==> config.mk <==
export PLATFORM = sky130hd
export DESIGN_NAME = stream_gen_mc_flat
export DESIGN_NICKNAME = d
export VERILOG_FILES = /design/src/rtl/stream_gen_pkg.sv /design/src/rtl/stream_gen_mc_if.sv /design/src/rtl/sync_fifo.sv /design/src/rtl/stream_gen_mc.sv /design/src/flat_wrapper.sv
export SDC_FILE = /design/constraint.sdc
export NUM_CORES = 1
export LEC_CHECK = 0
export BUFFER_PORTS_ARGS = -buffer_cell sky130_fd_sc_hd__buf_2
export CAP_MARGIN = 20
export CORE_ASPECT_RATIO = 1.5
export CORE_MARGIN = 2
export CORE_UTILIZATION = 45
export DETAILED_ROUTE_END_ITERATION = 6
export SLEW_MARGIN = 20
export SYNTH_ARGS = -nofsm -noshare
export SYNTH_HDL_FRONTEND = slang
export SYNTH_SLANG_ARGS = --single-unit
export TNS_END_PERCENT = 1
==> constraint.sdc <==
create_clock -name clk -period 3.7 [get_ports clk]
set_input_delay 0.185 -clock clk [delete_from_list [all_inputs] [get_ports clk]]
set_output_delay 0.185 -clock clk [all_outputs]
set_load 0.1 [all_outputs]
==> src/rtl/stream_gen_pkg.sv <==
// rtl/stream_gen_pkg.sv - shared state type and width helpers for stream_gen_mc
//
// Purpose: holds the packet FSM state enum and the width helpers used by
// every file of the block, so that all of them derive the same widths.
// Ports: none (package).
package stream_gen_pkg;

  typedef enum logic {
    IDLE   = 1'b0,
    STREAM = 1'b1
  } state_e;

  // Width of a counter that must hold every value 0..depth inclusive.
  function automatic int cnt_width(input int depth);
    return $clog2(depth + 1);
  endfunction

  // Width of a destination index; never narrower than one bit.
  function automatic int sel_width(input int n);
    return (n <= 2) ? 1 : $clog2(n);
  endfunction

endpackage

==> src/rtl/stream_gen_mc_if.sv <==
// rtl/stream_gen_mc_if.sv - shared-data, per-destination-valid stream bundle
//
// Purpose: groups the outgoing stream of stream_gen_mc. tdata and tlast are
// shared by every destination; tvalid/tready carry one bit per destination.
// Signals:
//   tdata  [DATA_W]   beat data
//   tvalid [NUM_DEST] one-hot valid
//   tready [NUM_DEST] per-destination ready
//   tlast             final beat of the packet
// Modports: master (the generator), slave (the destinations).
interface stream_gen_mc_if #(
  parameter int DATA_W   = 8,
  parameter int NUM_DEST = 5
) ();

  logic [DATA_W-1:0]   tdata;
  logic [NUM_DEST-1:0] tvalid;
  logic [NUM_DEST-1:0] tready;
  logic                tlast;

  modport master (output tdata, output tvalid, output tlast, input tready);
  modport slave  (input tdata, input tvalid, input tlast, output tready);

endinterface

==> src/rtl/sync_fifo.sv <==
// rtl/sync_fifo.sv - single-clock FIFO with simultaneous push and pop
//
// Purpose: storage behind stream_gen_mc. The head word is presented
// combinationally on rd_data; a write lands at the tail and becomes visible
// as count+1 on the next cycle, so there is no fall-through.
// Ports:
//   clk, rst         clock, synchronous active-high reset
//   wr_en, wr_data   write request and word
//   rd_en            pop the head word
//   rd_data          current head word
//   count            number of stored words (0..DEPTH)
//   full, empty      count == DEPTH, count == 0
module sync_fifo import stream_gen_pkg::*; #(
  parameter int  DATA_W = 8,
  parameter int  DEPTH  = 8,
  localparam int CNT_W  = cnt_width(DEPTH),
  localparam int PTR_W  = (DEPTH > 1) ? $clog2(DEPTH) : 1
) (
  input  logic              clk,
  input  logic              rst,
  input  logic              wr_en,
  input  logic [DATA_W-1:0] wr_data,
  input  logic              rd_en,
  output logic [DATA_W-1:0] rd_data,
  output logic [CNT_W-1:0]  count,
  output logic              full,
  output logic              empty
);

  logic [DATA_W-1:0] mem_q [DEPTH];
  logic [PTR_W-1:0]  wr_ptr_q, wr_ptr_d;
  logic [PTR_W-1:0]  rd_ptr_q, rd_ptr_d;
  logic [CNT_W-1:0]  count_q, count_d;
  logic              do_wr, do_rd;

  always_comb begin
    // A write into a full FIFO is allowed only when the head leaves in the
    // same cycle; the caller uses this to rotate the head to the tail.
    do_rd    = rd_en && (count_q != '0);
    do_wr    = wr_en && ((count_q != CNT_W'(DEPTH)) || do_rd);
    wr_ptr_d = wr_ptr_q;
    rd_ptr_d = rd_ptr_q;
    count_d  = count_q;
    if (do_wr) wr_ptr_d = wr_ptr_q + PTR_W'(1);
    if (do_rd) rd_ptr_d = rd_ptr_q + PTR_W'(1);
    if (do_wr && !do_rd) begin
      count_d = count_q + CNT_W'(1);
    end else if (!do_wr && do_rd) begin
      count_d = count_q - CNT_W'(1);
    end
  end

  always_ff @(posedge clk) begin
    if (rst) begin
      wr_ptr_q <= '0;
      rd_ptr_q <= '0;
      count_q  <= '0;
    end else begin
      wr_ptr_q <= wr_ptr_d;
      rd_ptr_q <= rd_ptr_d;
      count_q  <= count_d;
    end
  end

  // Storage is not reset; the count decides what is valid.
  always_ff @(posedge clk) begin
    if (do_wr) mem_q[wr_ptr_q] <= wr_data;
  end

  assign rd_data = mem_q[rd_ptr_q];
  assign count   = count_q;
  assign full    = (count_q == CNT_W'(DEPTH));
  assign empty   = (count_q == '0);

endmodule

==> src/rtl/stream_gen_mc.sv <==
// rtl/stream_gen_mc.sv - buffered packet generator with one-of-N destinations
//
// Purpose: words pushed on din are buffered in a FIFO. When op_en is high
// and the buffer is not empty, a packet of pkt_len beats (0 or too large =
// everything buffered) is sent from the FIFO head to destination dest_sel.
// With replay latched, each sent word is written back at the tail instead
// of being consumed, so the buffer content is played out again and again.
// Ports:
//   clk, rst           clock, synchronous active-high reset
//   din, push          word to load and its strobe
//   op_en              level enable for packet launch
//   pkt_len            beats per packet, 0 = whole buffer
//   dest_sel           destination index for the next packet
//   replay             keep sent words in the buffer (sampled at launch)
//   m                  outgoing stream (master side)
//   buff_count         words held; empty / full flags
//   busy               a packet is in progress
//   drop               one-cycle pulse: a push was rejected
//   sel_err            one-cycle pulse: launch refused for a bad dest_sel
module stream_gen_mc import stream_gen_pkg::*; #(
  parameter int  DATA_W   = 8,
  parameter int  DEPTH    = 8,
  parameter int  NUM_DEST = 5,
  localparam int CNT_W    = cnt_width(DEPTH),
  localparam int SEL_W    = sel_width(NUM_DEST)
) (
  input  logic              clk,
  input  logic              rst,
  input  logic [DATA_W-1:0] din,
  input  logic              push,
  input  logic              op_en,
  input  logic [CNT_W-1:0]  pkt_len,
  input  logic [SEL_W-1:0]  dest_sel,
  input  logic              replay,
  stream_gen_mc_if.master   m,
  output logic [CNT_W-1:0]  buff_count,
  output logic              empty,
  output logic              full,
  output logic              busy,
  output logic              drop,
  output logic              sel_err
);

  state_e              state_q, state_d;
  logic [SEL_W-1:0]    dest_q, dest_d;
  logic                replay_q, replay_d;
  logic [CNT_W-1:0]    len_q, len_d;
  logic [CNT_W-1:0]    beat_q, beat_d;
  logic                drop_q, drop_d;
  logic                sel_err_q, sel_err_d;

  logic [DATA_W-1:0]   head;
  logic [CNT_W-1:0]    fifo_count;
  logic                fifo_full, fifo_empty;
  logic                fifo_wr;
  logic [DATA_W-1:0]   fifo_wr_data;
  logic [NUM_DEST-1:0] dest_mask;
  logic                dest_ok;
  logic                push_ok;
  logic                xfer;
  logic                last_beat;

  sync_fifo #(
    .DATA_W (DATA_W),
    .DEPTH  (DEPTH)
  ) u_fifo (
    .clk     (clk),
    .rst     (rst),
    .wr_en   (fifo_wr),
    .wr_data (fifo_wr_data),
    .rd_en   (xfer),
    .rd_data (head),
    .count   (fifo_count),
    .full    (fifo_full),
    .empty   (fifo_empty)
  );

  assign dest_ok   = (int'(dest_sel) < NUM_DEST);
  assign dest_mask = NUM_DEST'(1) << dest_q;

  always_comb begin
    state_d   = state_q;
    dest_d    = dest_q;
    replay_d  = replay_q;
    len_d     = len_q;
    beat_d    = beat_q;
    sel_err_d = 1'b0;
    xfer      = 1'b0;
    last_beat = 1'b0;
    m.tvalid  = '0;
    m.tdata   = '0;
    m.tlast   = 1'b0;

    // During a replay packet the tail write port belongs to the rotation,
    // so external pushes are refused. A push into a full FIFO is refused
    // even if a pop happens in the same cycle.
    push_ok = push && !fifo_full && !((state_q == STREAM) && replay_q);
    drop_d  = push && !push_ok;

    case (state_q)
      IDLE: begin
        if (op_en && !fifo_empty) begin
          if (dest_ok) begin
            state_d  = STREAM;
            dest_d   = dest_sel;
            replay_d = replay;
            beat_d   = '0;
            // Length is fixed from the count before any same-cycle push.
            len_d    = ((pkt_len == '0) || (pkt_len > fifo_count)) ? fifo_count : pkt_len;
          end else begin
            sel_err_d = 1'b1;
          end
        end
      end
      STREAM: begin
        last_beat = (beat_q == (len_q - CNT_W'(1)));
        m.tvalid  = dest_mask;
        m.tdata   = head;
        m.tlast   = last_beat;
        // Only the latched destination's ready bit can complete a beat.
        xfer      = |(dest_mask & m.tready);
        if (xfer) begin
          beat_d = beat_q + CNT_W'(1);
          if (last_beat) state_d = IDLE;
        end
      end
      default: state_d = IDLE;
    endcase

    fifo_wr      = push_ok || (xfer && replay_q);
    fifo_wr_data = (xfer && replay_q) ? head : din;
  end

  always_ff @(posedge clk) begin
    if (rst) begin
      state_q   <= IDLE;
      dest_q    <= '0;
      replay_q  <= 1'b0;
      len_q     <= '0;
      beat_q    <= '0;
      drop_q    <= 1'b0;
      sel_err_q <= 1'b0;
    end else begin
      state_q   <= state_d;
      dest_q    <= dest_d;
      replay_q  <= replay_d;
      len_q     <= len_d;
      beat_q    <= beat_d;
      drop_q    <= drop_d;
      sel_err_q <= sel_err_d;
    end
  end

  assign buff_count = fifo_count;
  assign empty      = fifo_empty;
  assign full       = fifo_full;
  assign busy       = (state_q == STREAM);
  assign drop       = drop_q;
  assign sel_err    = sel_err_q;

endmodule

==> src/flat_wrapper.sv <==
// flat-port wrapper written by rule: the top's interface ports become plain ports
module stream_gen_mc_flat import stream_gen_pkg::*;
#(
  parameter int  DATA_W   = 8,
  parameter int  DEPTH    = 8,
  parameter int  NUM_DEST = 5,
  localparam int CNT_W    = cnt_width(DEPTH),
  localparam int SEL_W    = sel_width(NUM_DEST)
)
  (clk, rst, din, push, op_en, pkt_len, dest_sel, replay, buff_count, empty, full, busy, drop, sel_err, m_tdata, m_tvalid, m_tlast, m_tready);
  stream_gen_mc_if #(.DATA_W(DATA_W), .NUM_DEST(NUM_DEST)) m_i ();
  input  logic clk;
  input  logic rst;
  input  logic [DATA_W-1:0] din;
  input  logic push;
  input  logic op_en;
  input  logic [CNT_W-1:0] pkt_len;
  input  logic [SEL_W-1:0] dest_sel;
  input  logic replay;
  output logic [CNT_W-1:0] buff_count;
  output logic empty;
  output logic full;
  output logic busy;
  output logic drop;
  output logic sel_err;
  output wire logic [$bits(m_i.tdata)-1:0] m_tdata;
  output wire logic [$bits(m_i.tvalid)-1:0] m_tvalid;
  output wire logic [$bits(m_i.tlast)-1:0] m_tlast;
  input wire logic [$bits(m_i.tready)-1:0] m_tready;
  assign m_tdata = m_i.tdata;
  assign m_tvalid = m_i.tvalid;
  assign m_tlast = m_i.tlast;
  assign m_i.tready = m_tready;
  stream_gen_mc #(.DATA_W(DATA_W), .DEPTH(DEPTH), .NUM_DEST(NUM_DEST)) u_core (.clk(clk), .rst(rst), .din(din), .push(push), .op_en(op_en), .pkt_len(pkt_len), .dest_sel(dest_sel), .replay(replay), .m(m_i), .buff_count(buff_count), .empty(empty), .full(full), .busy(busy), .drop(drop), .sel_err(sel_err));
endmodule
* Word level (Yosys, flattened, before mapping) *
Memories as Yosys holds them, arrays and structs flattened. A register that Yosys moved wholly into a read port is not among the register bits.
Cells that the tools add are included.

operators by class
  $add $sub $neg = 6
  order comparisons = 2
  eq/ne operators = 6
  shift operators = 1
  muxes and demuxes = 22
  bitwise gates (word level) = 3
  reduce and logical (&&, ||, !) cells = 27

operators by type and width
  kind                                                   number
  2-to-1 mux 4 bit                                       6
  2-to-1 mux 8 bit                                       2
  logical AND 1 bit                                      10
  2-to-1 mux 1 bit                                       9
  adder 4 x 1 -> 4 bit, second input constant            2
  logical NOT 4 bit                                      2
  one-hot mux 4 bit (2 select lines)                     1
  subtractor 4 x 1 -> 4 bit, second input constant       2
  adder 3 x 1 -> 3 bit, second input constant            2
  logical NOT 1 bit                                      6
  2-to-1 mux 3 bit                                       2
  AND reduction 3 bit                                    2
  AND 5 bit                                              1
  2-to-1 mux 5 bit                                       1
  OR reduction 5 bit                                     1
  left shift 1 x 3 -> 5 bit, first input constant        1
  == test 4 bit                                          1
  == test 4 bit, second input constant                   1
  > comparator 4 bit                                     1
  inequality test 2 x 1 -> 1 bit, second input constant  2
  inequality test 4 bit, second input constant           1
  nonzero test 4 bit                                     1
  logical OR 1 bit                                       3
  less-than comparator 3 bit, second input constant      1
  other kinds (5)                                        6

storage, ports and cells
  flip-flop bits (word level) = 25
  memory bits (writable) = 64
  output and inout port bits = 23
  memories = 1

memory list
  name                 words  width  read ports  clocked after Yosys merged registers in  wr ports  RTL line         source
  u_core.u_fifo.mem_q  8      8      1           1                                        1         sync_fifo.sv:30  logic [DATA_W-1:0] mem_q [DEPTH];

* Depth between registers and ports, before layout *
  depth after elaboration = 11
  depth in mapped cells = 14

* Cells and area by module *
Synthesis repeated with hierarchy kept, for this count alone.

unflattened totals
  cell total of the unflattened synthesis = 307
  area, all modules = 4240.3 um^2

by module, submodules not included
  module         instances  cells each  area an instance (um^2)  seq. area each (um^2)
  sync_fifo      1          166         3064.2                   2182.1
  stream_gen_mc  1          141         1176.1                   300.3

* Worst setup path after synthesis *
Ideal clock, no wire load.

  path kind = reg-to-reg
  start point = register u_core.u_fifo.count_q[3], in the netlist u_core.u_fifo.count[3]
  end point = register u_core.u_fifo.count_q[3], in the netlist u_core.u_fifo.count[3]
  arrival time = 4.959 ns
  data required time = 3.629 ns
  slack = -1.330 ns
  stages on the path, launching flop included = 14
  buffers on the path = 1
  period minus slack after synthesis = 5.030 ns
  path through = dfxtp_1 > nor4b_2 > and3b_1 > nor3_2 > buf_6 > inv_1 > ha_1 > inv_1 > ha_1 > a21o_1 > a21oi_1 > xnor2_1 > or3_1 > a21oi_1

on the way
  word-level cells in the longest chain between the ends = 9
  elaborated cells between the ends (all ways) = 19
  classes of those cells = add/sub (2); eq/ne (2); mux (2); reduce/logical (13)

ends and longest elaborated chain
  element                              RTL line              source
  from (decl)                          sync_fifo.sv:33       logic [CNT_W-1:0] count_q, count_d;
  from (signal assigned)               sync_fifo.sv:61       count_q <= count_d;
  == test 4 bit (*)                    sync_fifo.sv:72       assign full = (count_q == CNT_W'(DEPTH));
  net full                             flat_wrapper.sv:22    output logic full;
  logical NOT 1 bit (*)                stream_gen_mc.sv:97   push_ok = push && !fifo_full && !((state_q == STREAM) && replay_q);
  logical AND 1 bit (*) (2 in series)  stream_gen_mc.sv:97
  logical OR 1 bit (*)                 stream_gen_mc.sv:130  fifo_wr = push_ok || (xfer && replay_q);
  logical AND 1 bit (*)                sync_fifo.sv:40       do_wr = wr_en && ((count_q != CNT_W'(DEPTH)) || do_rd);
  net u_core.u_fifo.do_wr              sync_fifo.sv:34       logic do_wr, do_rd;
  logical NOT 1 bit                    sync_fifo.sv:48       end else if (!do_wr && do_rd) begin
  logical AND 1 bit                    sync_fifo.sv:48
  nonzero test 2 bit (no line)         -

Mark *: on every way through the listed nets, which the timed path passes. The rest lies on a longest branch. The select of a mux whose other input is x is not followed.
A chain may end at the register's enable or synchronous reset.

* Worst setup path in the final report *
  start point = register u_core.dest_q[1]
  end point = register u_core.u_fifo.count_q[3], in the netlist u_core.u_fifo.count[3]

on the way
  word-level cells in the longest chain between the ends = 10
  elaborated cells between the ends (all ways) = 15
  classes of those cells = shift (1); mux (2); bitwise (1); reduce/logical (11)

ends and longest elaborated chain
  element                               RTL line                               source
  from (decl)                           stream_gen_mc.sv:45                    logic [SEL_W-1:0] dest_q, dest_d;
  from (signal assigned)                stream_gen_mc.sv:145                   dest_q <= dest_d;
  left shift 1 x 3 -> 5 bit (*)         stream_gen_mc.sv:79                    assign dest_mask = NUM_DEST'(1) << dest_q;
  AND 5 bit (*)                         stream_gen_mc.sv:121                   xfer = |(dest_mask & m.tready);
  OR reduction 5 bit (*)                stream_gen_mc.sv:121
  2-to-1 mux 1 bit (*)                  stream_gen_mc.sv:100                   case (state_q)
  logical AND 1 bit (on tied branches)  stream_gen_mc.sv:130, sync_fifo.sv:39
  logical OR 1 bit (on tied branches)   stream_gen_mc.sv:130, sync_fifo.sv:40
  logical AND 1 bit (*)                 sync_fifo.sv:40
  net u_core.u_fifo.do_wr               sync_fifo.sv:34
  logical NOT 1 bit                     sync_fifo.sv:48
  logical AND 1 bit                     sync_fifo.sv:48
  nonzero test 2 bit (no line)          -

Mark *: on every way through the listed nets, which the timed path passes. The rest lies on a longest branch.

==> results.py <==
metrics = {
    "setup_path": {
        "critPathLaunch": "u_core.dest_q[1]",
        "slowest_stage": "dfxtp_1",
        "regToRegStartpoint": "u_core.dest_q[1]",
        "end_kind": "register",
        "crit_chain": "mux2i_4, o32ai_4, buf_4, nor3_2, inv_1, ha_1, inv_1, ha_1, a21o_1, a21oi_1, xnor2_1, or3_1, a21oi_1",
        "cpPeakStageDelay_ns": 0.65,
        "start_kind": "register",
        "cp.required_ns": 3.96,
        "crit_path_max_fanout": 11,
        "worstPathArrival_ns": 3.36,
        "worst-path-buf-inv": 3,
        "criticalPathCategory": "register to register",
        "path_delay_family": "flip-flops",
        "reg2reg_slack_ns": 0.60,
    },
    "cts": {
        "hold_buffers": 0,
        "htree_num_levels": 3,
        "clk_latency_ns": 0.34,
        "cts_buffers": 9,
        "path_clk_slew_ns": 0.06,
        "root_buffer": "clkbuf_16",
        "clkSinkCount": 92,
        "cts_setup_buffers": 0,
        "cts_tree": "done",
        "post_cts_resize_count": 0,
        "clock_path_buffers": 2,
    },
    "cells_and_area": {
        "antenna_cells": 0,
        "final_net_count": 399,
        "area_growth_syn_to_layout_pct": 15.3,
        "stdcell_count": 482,
        "drive_gt1_share_pct": 34.3,
        "fin_util_pct": 53.0,
    },
    "die": {
        "dieArea_sq_um": 10600,
        "start_util_pct": 45.9,
        "ioPinCount": 48,
        "die-width_um": 84.7,
        "core_sq_um": 9580,
        "die_y_um": 125,
        "rows": 44,
    },
    "logic_synthesis": {
        "synth_edf_count": 64,
        "synth_cells": 310,
        "syn-num-nets": 347,
        "syn_area_per_cell_sq_um": 14.2,
        "yosys_warnings": 0,
        "ys.flop_type": "edfxtp_1",
        "yosysSeqAreaShare_pct": 56.4,
        "ys_ff_latch": 92,
        "synth.distinct_cells": 64,
        "syn_area_sq_um": 4400,
        "async_flop_share_pct": 0,
    },
    "hold_path": {
        "hp-start": "replay",
        "holdCritPathClass": "input port to register",
    },
    "route": {
        "wl_per_cell_um": 18.6,
        "antenna_left": 0,
        "vias": 2684,
        "first_pass_iters": 4,
        "routed_via_density": 5.57,
        "drc": 0,
        "m1WireLength_um": 3560,
        "wl_met3_um": 288,
        "routed_wirelength_um": 8940,
        "drtIter0Drc": 139,
        "routed-wl-met2_um": 4940,
        "highest_layer": "met4",
    },
    "timing": {
        "skew_ns": 0.00760,
        "tightestPinTransition_ns": 1.02,
        "min_period_over_period_pct": 83.7,
        "slew_headroom_pct": 32.1,
        "hold_viol": 0,
        "rsz0062_at_grt": "false",
        "hold_slack_ns": 0.0831,
        "layout_min_cycle_time_ns": 3.10,
        "clock.fmax_ghz": 0.323,
        "final.setup.tns_ns": 0,
        "finalSetupViolations": 0,
        "final-max-slew-violation-count": 0,
    },
    "global_routing": {
        "antenna_found_initial": 0,
        "grt_overflow_total": 0,
        "grt_max_degree": 28,
        "grt_pass1_vias": 2772,
        "grt_pass1_wl_um": 14300,
        "grtUsageTotal_pct": 17.8,
    },
    "placement": {
        "place.gp.congestion": 0.767,
        "place_inst": 466,
        "dp_hpwl_um": 6430,
        "port_buffers": 47,
    },
    "outcome": {
        "status": "finished, final reports clean",
    },
    "power_and_ir_drop": {
        "leakage_nw": 1.84,
        "p_per_area_nw_per_um2": 700,
        "peakVddDrop_mv": 0.816,
    },
    "run": {
        "drv_cap": 0,
    },
}
-- cell usage in the layout (no fill, tap or decap), types with 3 or more instances in the layout --
cell type	instances
clkbuf_16	9
dfxtp_2	4
nor2b_1	11
mux4_2	16
nor4_1	3
a21oi_1	15
nor2_1	16
dfxtp_1	24
o21ai_0	3
xor2_1	7
xnor2_1	7
ha_1	11
nand2_1	16
nand3_1	3
nor4b_2	3
inv_1	9
nor3_2	3
edfxtp_1	64
mux2i_1	10
buf_2	47
buf_4	13
nor3_1	12
-- cell type report --
cell class | count | area [sq um]
fill | 854 | 4510
sequential | 92 | 2490
multi-input combinational | 190 | 1780
timing repair buffer | 60 | 333
clock buffer | 11 | 233
tap | 115 | 144
clock inverter | 5 | 60.1
inverter | 9 | 33.8
-- final timing paths --
| path | to | cells after the start |
|---|---|---|
| worst min register to register | u_core.len_q[3] | 2 |
| worst min-delay path | u_core.replay_q | 3 |
| worst max-delay path | u_core.u_fifo.count[3] | 13 |
| worst max register to register | u_core.u_fifo.count[3] | 13 |
-- registers in the layout (all words and copies together) (netlist names), named ones only --
name,cells
u_core.beat_q,4
u_core.busy,1
u_core.dest_q,3
u_core.drop,1
u_core.len_q,4
u_core.replay_q,1
u_core.sel_err,1
u_core.u_fifo.count,4
u_core.u_fifo.mem_q,64
u_core.u_fifo.rd_ptr_q,3
u_core.u_fifo.wr_ptr_q,3
-- per-stage QoR --
stage | setup slack [ns] | power (W) | instance area [sq um]
6_report | 0.602 | 0.00355 | 5070
3_5_place_dp | 0.581 | 0.00268 | 4780
5_1_grt | 0.375 | 0.00374 | 5070
4_1_cts | 0.570 | 0.00359 | 5070
2_1_floorplan | -0.257 | 0.00246 | 4420
3_3_place_gp | 0.651 | 0.00266 | 4780
-- tightest hold or removal path: cells and delay by family --
| family | cells | cell delay [ns] |
|---|---|---|
| compound gates | 1 | 0.05 |
| buf+inv | 1 | 0.10 |
| simple gates | 1 | 0.04 |
-- power breakdown --
part / internal [W] / leakage [nW] / switching (W)
Clock: 0.000528 / 0.141 / 0.000385
Sequential: 0.00122 / 0.810 / 0.000136
Combinational: 0.000402 / 0.893 / 0.000880
Total: 0.00215 / 1.84 / 0.00140
-- cell usage after synthesis, drive strengths merged, types with 3 or more instances --
cell type	instances	share of area (%)
a21oi	15	1.7
a311oi	3	0.88
buf	12	1.9
clkbuf	7	0.71
dfxtp	28	13
edfxtp	64	44
ha	11	3.1
inv	9	0.77
mux2	4	1.2
mux2i	12	3.1
mux4	16	8.2
nand2	18	1.6
nand3	3	0.34
nor2	19	2.1
nor2b	11	1.6
nor3	15	2.0
nor3b	4	0.94
nor4	4	0.91
nor4b	4	1.4
o211ai	3	0.63
o21ai	4	0.54
xnor2	7	1.4
xor2	7	1.4
-- cell families after synthesis --
logic type	synth area share, %
compound gates	6.91
xor+xnor	2.79
fa+ha+maj	3.58
buf+inv	3.38
flops	56.4
mux	12.5
simple gates	14.4
-- per-layer routing --
metal  GRT usage [%]  up-vias
met2            32.1       60
met3            3.30       12
li1                -     1287
met4            7.75        0
met5               0        -
met1            20.3     1325
(Power assumes the default switching activity.)
